===== src/rtl/gpu_pkg.sv =====
// Shared rasterizer types: the packed triangle descriptor, framebuffer
// geometry and the frame sequencer state encoding.
package gpu_pkg;

  typedef struct packed {
    logic        [31:0] inv_area;
    logic        [7:0]  color;
    logic signed [9:0]  a1;
    logic signed [9:0]  a2;
    logic signed [9:0]  a3;
    logic signed [9:0]  b1;
    logic signed [9:0]  b2;
    logic signed [9:0]  b3;
    logic signed [17:0] c1;
    logic signed [17:0] c2;
    logic signed [17:0] c3;
    logic        [8:0]  bbxi;
    logic        [8:0]  bbxf;
    logic        [7:0]  bbyi;
    logic        [7:0]  bbyf;
    logic        [15:0] z1;
    logic        [15:0] z2;
    logic        [15:0] z3;
  } tri_desc_t;

  localparam int TRI_DESC_W = $bits(tri_desc_t);
  localparam int FB_W       = 320;
  localparam int FB_H       = 240;

  typedef enum logic [2:0] {
    S_IDLE,
    S_CLEAR,
    S_FETCH,
    S_LAUNCH,
    S_WAIT,
    S_DONE
  } seq_state_e;

  // Triangle counter increment that sticks at all-ones.
  function automatic logic [15:0] sat_inc16(input logic [15:0] v);
    return (v == 16'hFFFF) ? v : v + 16'd1;
  endfunction

endpackage


===== src/rtl/tri_desc_fifo.sv =====
// Synchronous first-word-fall-through FIFO for triangle descriptors.
// Ports: push_i/push_data_i write side (ignored when full), pop_i read side
// (ignored when empty), pop_data_o shows the head entry, full_o/empty_o flags.
// rst (async, active-high) flushes the queue.
module tri_desc_fifo #(
  parameter int WIDTH = 8,
  parameter int DEPTH = 8
) (
  input  logic             clk,
  input  logic             rst,
  input  logic             push_i,
  input  logic [WIDTH-1:0] push_data_i,
  input  logic             pop_i,
  output logic [WIDTH-1:0] pop_data_o,
  output logic             full_o,
  output logic             empty_o
);

  localparam int AW = $clog2(DEPTH);

  logic [WIDTH-1:0] mem_q [DEPTH];
  logic [AW:0]      wr_ptr_q;
  logic [AW:0]      rd_ptr_q;
  logic             do_push;
  logic             do_pop;

  // Pointers carry one wrap bit so full and empty are distinguishable.
  assign empty_o    = (wr_ptr_q == rd_ptr_q);
  assign full_o     = (wr_ptr_q[AW] != rd_ptr_q[AW]) &&
                      (wr_ptr_q[AW-1:0] == rd_ptr_q[AW-1:0]);
  assign do_push    = push_i && !full_o;
  assign do_pop     = pop_i && !empty_o;
  assign pop_data_o = mem_q[rd_ptr_q[AW-1:0]];

  always_ff @(posedge clk or posedge rst) begin
    if (rst) begin
      wr_ptr_q <= '0;
      rd_ptr_q <= '0;
    end else begin
      if (do_push) wr_ptr_q <= wr_ptr_q + (AW+1)'(1);
      if (do_pop)  rd_ptr_q <= rd_ptr_q + (AW+1)'(1);
    end
  end

  always_ff @(posedge clk) begin
    if (do_push) mem_q[wr_ptr_q[AW-1:0]] <= push_data_i;
  end

endmodule


===== src/rtl/raster_frame_sequencer.sv =====
// Frame-level rasterizer controller. Queues triangle descriptors from the
// host, optionally clears the framebuffer at frame start, then launches the
// rasterizer one triangle at a time over its start/done handshake and muxes
// the single framebuffer write port between the clear engine and rasterizer.
// Ports:
//   tri_valid/tri_ready/tri_desc   descriptor push (accepted on valid&ready)
//   frame_start/frame_end/bg_color frame control from the host
//   frame_busy/frame_done/tri_count frame status
//   rast_start/rast_done/rast_desc rasterizer launch handshake
//   rast_fb_*                      rasterizer framebuffer write request
//   fb_*                           framebuffer write port
// Build option: define FB_CLEAR_EN to include the background clear pass;
// without it frame_start goes straight to fetching and bg_color is unused.
module raster_frame_sequencer
  import gpu_pkg::*;
#(
  parameter int FIFO_DEPTH = 8,
  parameter int FB_WORDS   = 76800
) (
  input  logic        clk,
  input  logic        rst,
  input  logic        tri_valid,
  output logic        tri_ready,
  input  tri_desc_t   tri_desc,
  input  logic        frame_start,
  input  logic        frame_end,
  input  logic [7:0]  bg_color,
  output logic        frame_busy,
  output logic        frame_done,
  output logic [15:0] tri_count,
  output logic        rast_start,
  input  logic        rast_done,
  output tri_desc_t   rast_desc,
  input  logic        rast_fb_we,
  input  logic [16:0] rast_fb_addr,
  input  logic [7:0]  rast_fb_din,
  output logic        fb_we,
  output logic [16:0] fb_addr,
  output logic [7:0]  fb_din
);

  seq_state_e  state_q, state_d;
  logic        end_q, end_d;
  logic [15:0] count_q, count_d;
  tri_desc_t   desc_q, desc_d;
  logic        fifo_pop;
  logic        fifo_full;
  logic        fifo_empty;
  tri_desc_t   fifo_head;

`ifdef FB_CLEAR_EN
  localparam logic [16:0] CLR_LAST = 17'(FB_WORDS - 1);
  logic [7:0]  bg_q, bg_d;
  logic [16:0] clr_q, clr_d;
`else
  logic unused_cfg;
  assign unused_cfg = ^{bg_color, 17'(FB_WORDS)};
`endif

  tri_desc_fifo #(
    .WIDTH(TRI_DESC_W),
    .DEPTH(FIFO_DEPTH)
  ) u_fifo (
    .clk        (clk),
    .rst        (rst),
    .push_i     (tri_valid),
    .push_data_i(tri_desc),
    .pop_i      (fifo_pop),
    .pop_data_o (fifo_head),
    .full_o     (fifo_full),
    .empty_o    (fifo_empty)
  );

  assign tri_ready  = !fifo_full;
  assign frame_busy = (state_q != S_IDLE);
  assign tri_count  = count_q;
  assign rast_desc  = desc_q;

  always_ff @(posedge clk or posedge rst) begin
    if (rst) begin
      state_q <= S_IDLE;
      end_q   <= 1'b0;
      count_q <= '0;
      desc_q  <= '0;
`ifdef FB_CLEAR_EN
      bg_q    <= '0;
      clr_q   <= '0;
`endif
    end else begin
      state_q <= state_d;
      end_q   <= end_d;
      count_q <= count_d;
      desc_q  <= desc_d;
`ifdef FB_CLEAR_EN
      bg_q    <= bg_d;
      clr_q   <= clr_d;
`endif
    end
  end

  always_comb begin
    state_d    = state_q;
    end_d      = end_q;
    count_d    = count_q;
    desc_d     = desc_q;
    fifo_pop   = 1'b0;
    rast_start = 1'b0;
    frame_done = 1'b0;
    fb_we      = 1'b0;
    fb_addr    = '0;
    fb_din     = '0;
`ifdef FB_CLEAR_EN
    bg_d       = bg_q;
    clr_d      = clr_q;
`endif

    // Sticky end flag; may be set in the same cycle as a pop.
    if (frame_busy && frame_end) end_d = 1'b1;

    case (state_q)
      S_IDLE: begin
        if (frame_start) begin
          end_d   = 1'b0;
          count_d = '0;
`ifdef FB_CLEAR_EN
          bg_d    = bg_color;
          clr_d   = '0;
          state_d = S_CLEAR;
`else
          state_d = S_FETCH;
`endif
        end
      end
`ifdef FB_CLEAR_EN
      S_CLEAR: begin
        fb_we   = 1'b1;
        fb_addr = clr_q;
        fb_din  = bg_q;
        if (clr_q == CLR_LAST) state_d = S_FETCH;
        else                   clr_d   = clr_q + 17'd1;
      end
`endif
      S_FETCH: begin
        if (!fifo_empty) begin
          fifo_pop = 1'b1;
          desc_d   = fifo_head;
          state_d  = S_LAUNCH;
        end else if (end_q) begin
          state_d  = S_DONE;
        end
      end
      S_LAUNCH: begin
        rast_start = 1'b1;
        state_d    = S_WAIT;
      end
      S_WAIT: begin
        fb_we   = rast_fb_we;
        fb_addr = rast_fb_addr;
        fb_din  = rast_fb_din;
        if (rast_done) begin
          count_d = sat_inc16(count_q);
          state_d = S_FETCH;
        end
      end
      S_DONE: begin
        frame_done = 1'b1;
        state_d    = S_IDLE;
      end
      default: state_d = S_IDLE;
    endcase
  end

endmodule


===== config.mk =====
export PLATFORM = sky130hd
export DESIGN_NAME = raster_frame_sequencer
export DESIGN_NICKNAME = d
export VERILOG_FILES = /design/src/rtl/gpu_pkg.sv /design/src/rtl/tri_desc_fifo.sv /design/src/rtl/raster_frame_sequencer.sv
export SDC_FILE = /design/constraint.sdc
export NUM_CORES = 2
export LEC_CHECK = 0
export BUFFER_PORTS_ARGS = -buffer_cell sky130_fd_sc_hd__buf_2
export CORE_MARGIN = 4
export CORE_UTILIZATION = 54
export DETAILED_ROUTE_END_ITERATION = 10
export PLACE_DENSITY = 0.76
export SLEW_MARGIN = 20
export SYNTH_ARGS = -nofsm -noshare
export SYNTH_HDL_FRONTEND = slang
export SYNTH_SLANG_ARGS = --single-unit

===== constraint.sdc =====
create_clock -name clk -period 17.6 [get_ports clk]
set_input_delay 0.88 -clock clk [delete_from_list [all_inputs] [get_ports clk]]
set_output_delay 0.88 -clock clk [all_outputs]
set_load 0.1 [all_outputs]

==> results.json <==
{
  "setup_violations": 0,
  "ys.flop_type": "edfxtp_1",
  "crit_type": "register to register",
  "synth-simple-area-share": 0.0187,
  "ctsResizeCount": 0,
  "synth_xor_area_frac": 0.00162,
  "yosysSeqAreaShare": 0.786,
  "cts_made_buffers": 205,
  "antenna_found_initial": 58,
  "hpwl_um": 90100,
  "area_growth_pct": 14.3,
  "synth_compound_area_frac": 0.0181,
  "multi_input_area_sq_um": 16300,
  "synth_area_leaders": "edfxtp_1 (70%), mux4_2 (13%), dfrtp_1 (8.2%)",
  "min_period_ps": 5270,
  "power.switching_fraction": 0.379,
  "regArea_sq_um": 63300,
  "worst_pin_slew_ps": 1320,
  "cp_slowest_cell": "dfrtp_4",
  "path_clk_slew_ps": 60,
  "filler_cell_count": 9823,
  "power_frac_seq": 0.399,
  "crit_family": "buffers and inverters",
  "timing.fmax_mhz": 190,
  "dp.cells": 6044,
  "wirelength_um": 172000,
  "drv_cap": 0,
  "cts_post_setup_buffers_inserted": 0,
  "fin_setup_tns_ps": 0,
  "grt_max_degree": 187,
  "synth-async-reset-ratio": 0.123,
  "final_cell_mix": "edfxtp_1 (1888), buf_2 (549), mux4_2 (472)",
  "wl_per_cell_um": 26.6,
  "cpMostUsedCell": "buf_4",
  "ir_worst_vdd_v": 0.000220,
  "drc": 0,
  "r2r_cells": 7,
  "p_per_area_nw_per_um2": 191,
  "fin_hold_ws_ps": 118,
  "overflow": 0,
  "layout_commonest_cell": "edfxtp_1",
  "path_depth": 7,
  "synth-adder-area-share": 0.000466,
  "crit_chain": "buf_4 -> xor2_1 -> o41ai_1 -> or3_1 -> inv_8 -> buf_4 -> buf_4",
  "syn-instance-count": 3706,
  "clock-sinks": 2152,
  "p_clk_frac": 0.243,
  "dr.pass1.iters": 6,
  "syn-cell-area_sq_um": 80600,
  "gp_congestion": 0.824,
  "io_buffer_count": 549,
  "fp.dieW_um": 394,
  "cp_max_fo": 91,
  "synth_cell_types": 53,
  "vias_per_cell": 5.97,
  "status": "finished clean",
  "p_sw_mw": 6.65,
  "synth_fp_nets": 3985,
  "final.setup.worst_slack_ps": 12330,
  "first_global_vias": 40236,
  "rows": 141,
  "end_kind": "register",
  "nets": 4601,
  "die_area_sq_um": 155000,
  "synth_edf_count": 1888,
  "slew_headroom": 0.121,
  "antenna_left": 0,
  "slew_violations": 0,
  "dr_total_vias": 38561,
  "leakage_nw": 32.0,
  "cts_tree": "built",
  "insertion_delay_ps": 820,
  "critical-path-max-stage-delay_ps": 990,
  "die_h_um": 394,
  "fp.coreArea_sq_um": 148000,
  "synth_seq_cells": 2152,
  "hold_viol_final": 0,
  "hold_path_class": "input port to asynchronous set/reset pin",
  "clock-root-buffer": "clkbuf_16",
  "htreeDepth": 4,
  "critPathArrivalTime_ps": 5690,
  "finalCritPeriodShare": 0.300,
  "muxShareOfSynthArea": 0.162,
  "drtIter0Drc": 3417,
  "finClkSkew_ps": 40.2,
  "ys_warn_count": 0,
  "rsz0062_at_grt": "no",
  "cts_hold_buf": 0,
  "initial_utilization": 0.544,
  "grtUsageTotal": 0.223,
  "synth_top_family_by_area": "multiplexers",
  "required_ps": 18020,
  "p_int_mw": 10.9,
  "setup.worst_path.start_class": "register",
  "preCtsSetupSlack_ps": 12040,
  "yosysTopAreaCell": "edfxtp_1",
  "stdcell_count": 6463,
  "num_io_pins": 558,
  "synth_top_area_frac": 0.704,
  "crit_buf_inv": 4,
  "grt_pass1_wl_um": 260000,
  "power_frac_comb": 0.359,
  "clockBufferDepth": 3,
  "drive_gt1_frac": 0.313,
  "syn_avg_cell_area_sq_um": 21.7
}
synth_stat cells (6+ instances only):
library cell	count
mux2i_1	239
buf_6	29
xnor2_1	7
nand2_1	245
o21ai_0	72
and2_1	27
nand4_1	6
clkbuf_1	82
mux4_2	472
buf_2	63
dfrtp_1	264
inv_1	9
nor3_1	9
nor2_1	15
buf_1	22
o21ai_1	173
xor2_1	6
edfxtp_1	1888
nand3_1	9
stage by stage:
stage | cell area [sq um] | total power, mW | util
global placement | 85300 | 13.3 | 0.576
global route | 92000 | 18.4 | 0.622
detailed placement | 85300 | 13.5 | 0.577
floorplan | 80600 | 12.3 | -
CTS | 92000 | 17.7 | 0.621
finish | 92100 | 17.6 | 0.622
power by group through the flow:
stage          sequential, mW  combinational, mW  clock, mW
6_report                 7.00               6.30       4.26
3_5_place_dp             7.10               6.36          0
2_1_floorplan            9.06               3.21          0
3_3_place_gp             7.04               6.29          0
4_1_cts                  7.01               6.39       4.35
5_1_grt                  7.08               6.69       4.59
registers in the layout (all words and copies together) (netlist names):
register / count
u_fifo.rd_ptr_q: 4
end_q: 1
tri_count: 16
u_fifo.mem_q: 1888
state_q: 3
rast_desc: 236
u_fifo.wr_ptr_q: 4
worst paths after layout:
| check | start | end | slack (ps) |
|---|---|---|---|
| max | u_fifo.rd_ptr_q[1]$_DFFE_PP0P_ | u_fifo.mem_q[7][132]$_DFFE_PP_ | 12330 |
| min | rst | tri_count[14]$_DFFE_PP0P_ | 120 |
| max reg2reg | u_fifo.rd_ptr_q[1]$_DFFE_PP0P_ | u_fifo.mem_q[7][132]$_DFFE_PP_ | 12330 |
| min reg2reg | rast_desc[127]$_DFFE_PP0P_ | rast_desc[127]$_DFFE_PP0P_ | 470 |
| max in group asynchronous | rst | u_fifo.rd_ptr_q[0]$_DFFE_PP0P_ | 16000 |
| min in group clk | rast_done | state_q[2]$_DFFE_PP0P_ | 290 |
per-layer routing:
| metal | routed length [um] | track usage | up-vias | share of wire |
|---|---|---|---|---|
| met5 | 168 | 0 | - | 0.00098 |
| met4 | 4210 | 0.0627 | 28 | 0.024 |
| met3 | 12800 | 0.0552 | 299 | 0.075 |
| met2 | 86600 | 0.366 | 1400 | 0.50 |
| met1 | 68000 | 0.304 | 20419 | 0.40 |
| li1 | - | - | 16415 | - |
cells by family after synthesis:
kind of cell / count (synthesis)
AO/OA/AOI/OAI: 275
XOR/XNOR: 14
adder cells (fa/ha/maj): 3
buffers and inverters: 206
flip-flops: 2152
multiplexers: 714
AND/OR/NAND/NOR: 342
layout make-up:
class | count | share of cell area
Antenna cell | 32 | 0.000869
Multi-Input combinational cell | 1348 | 0.177
Tap cell | 1930 | 0.0262
Inverter | 9 | 0.000530
Sequential cell | 2152 | 0.687
Timing Repair Buffer | 606 | 0.0362
Clock buffer | 321 | 0.0661
Clock inverter | 65 | 0.00607
No activity file was read; power rests on OpenSTA's default activity.
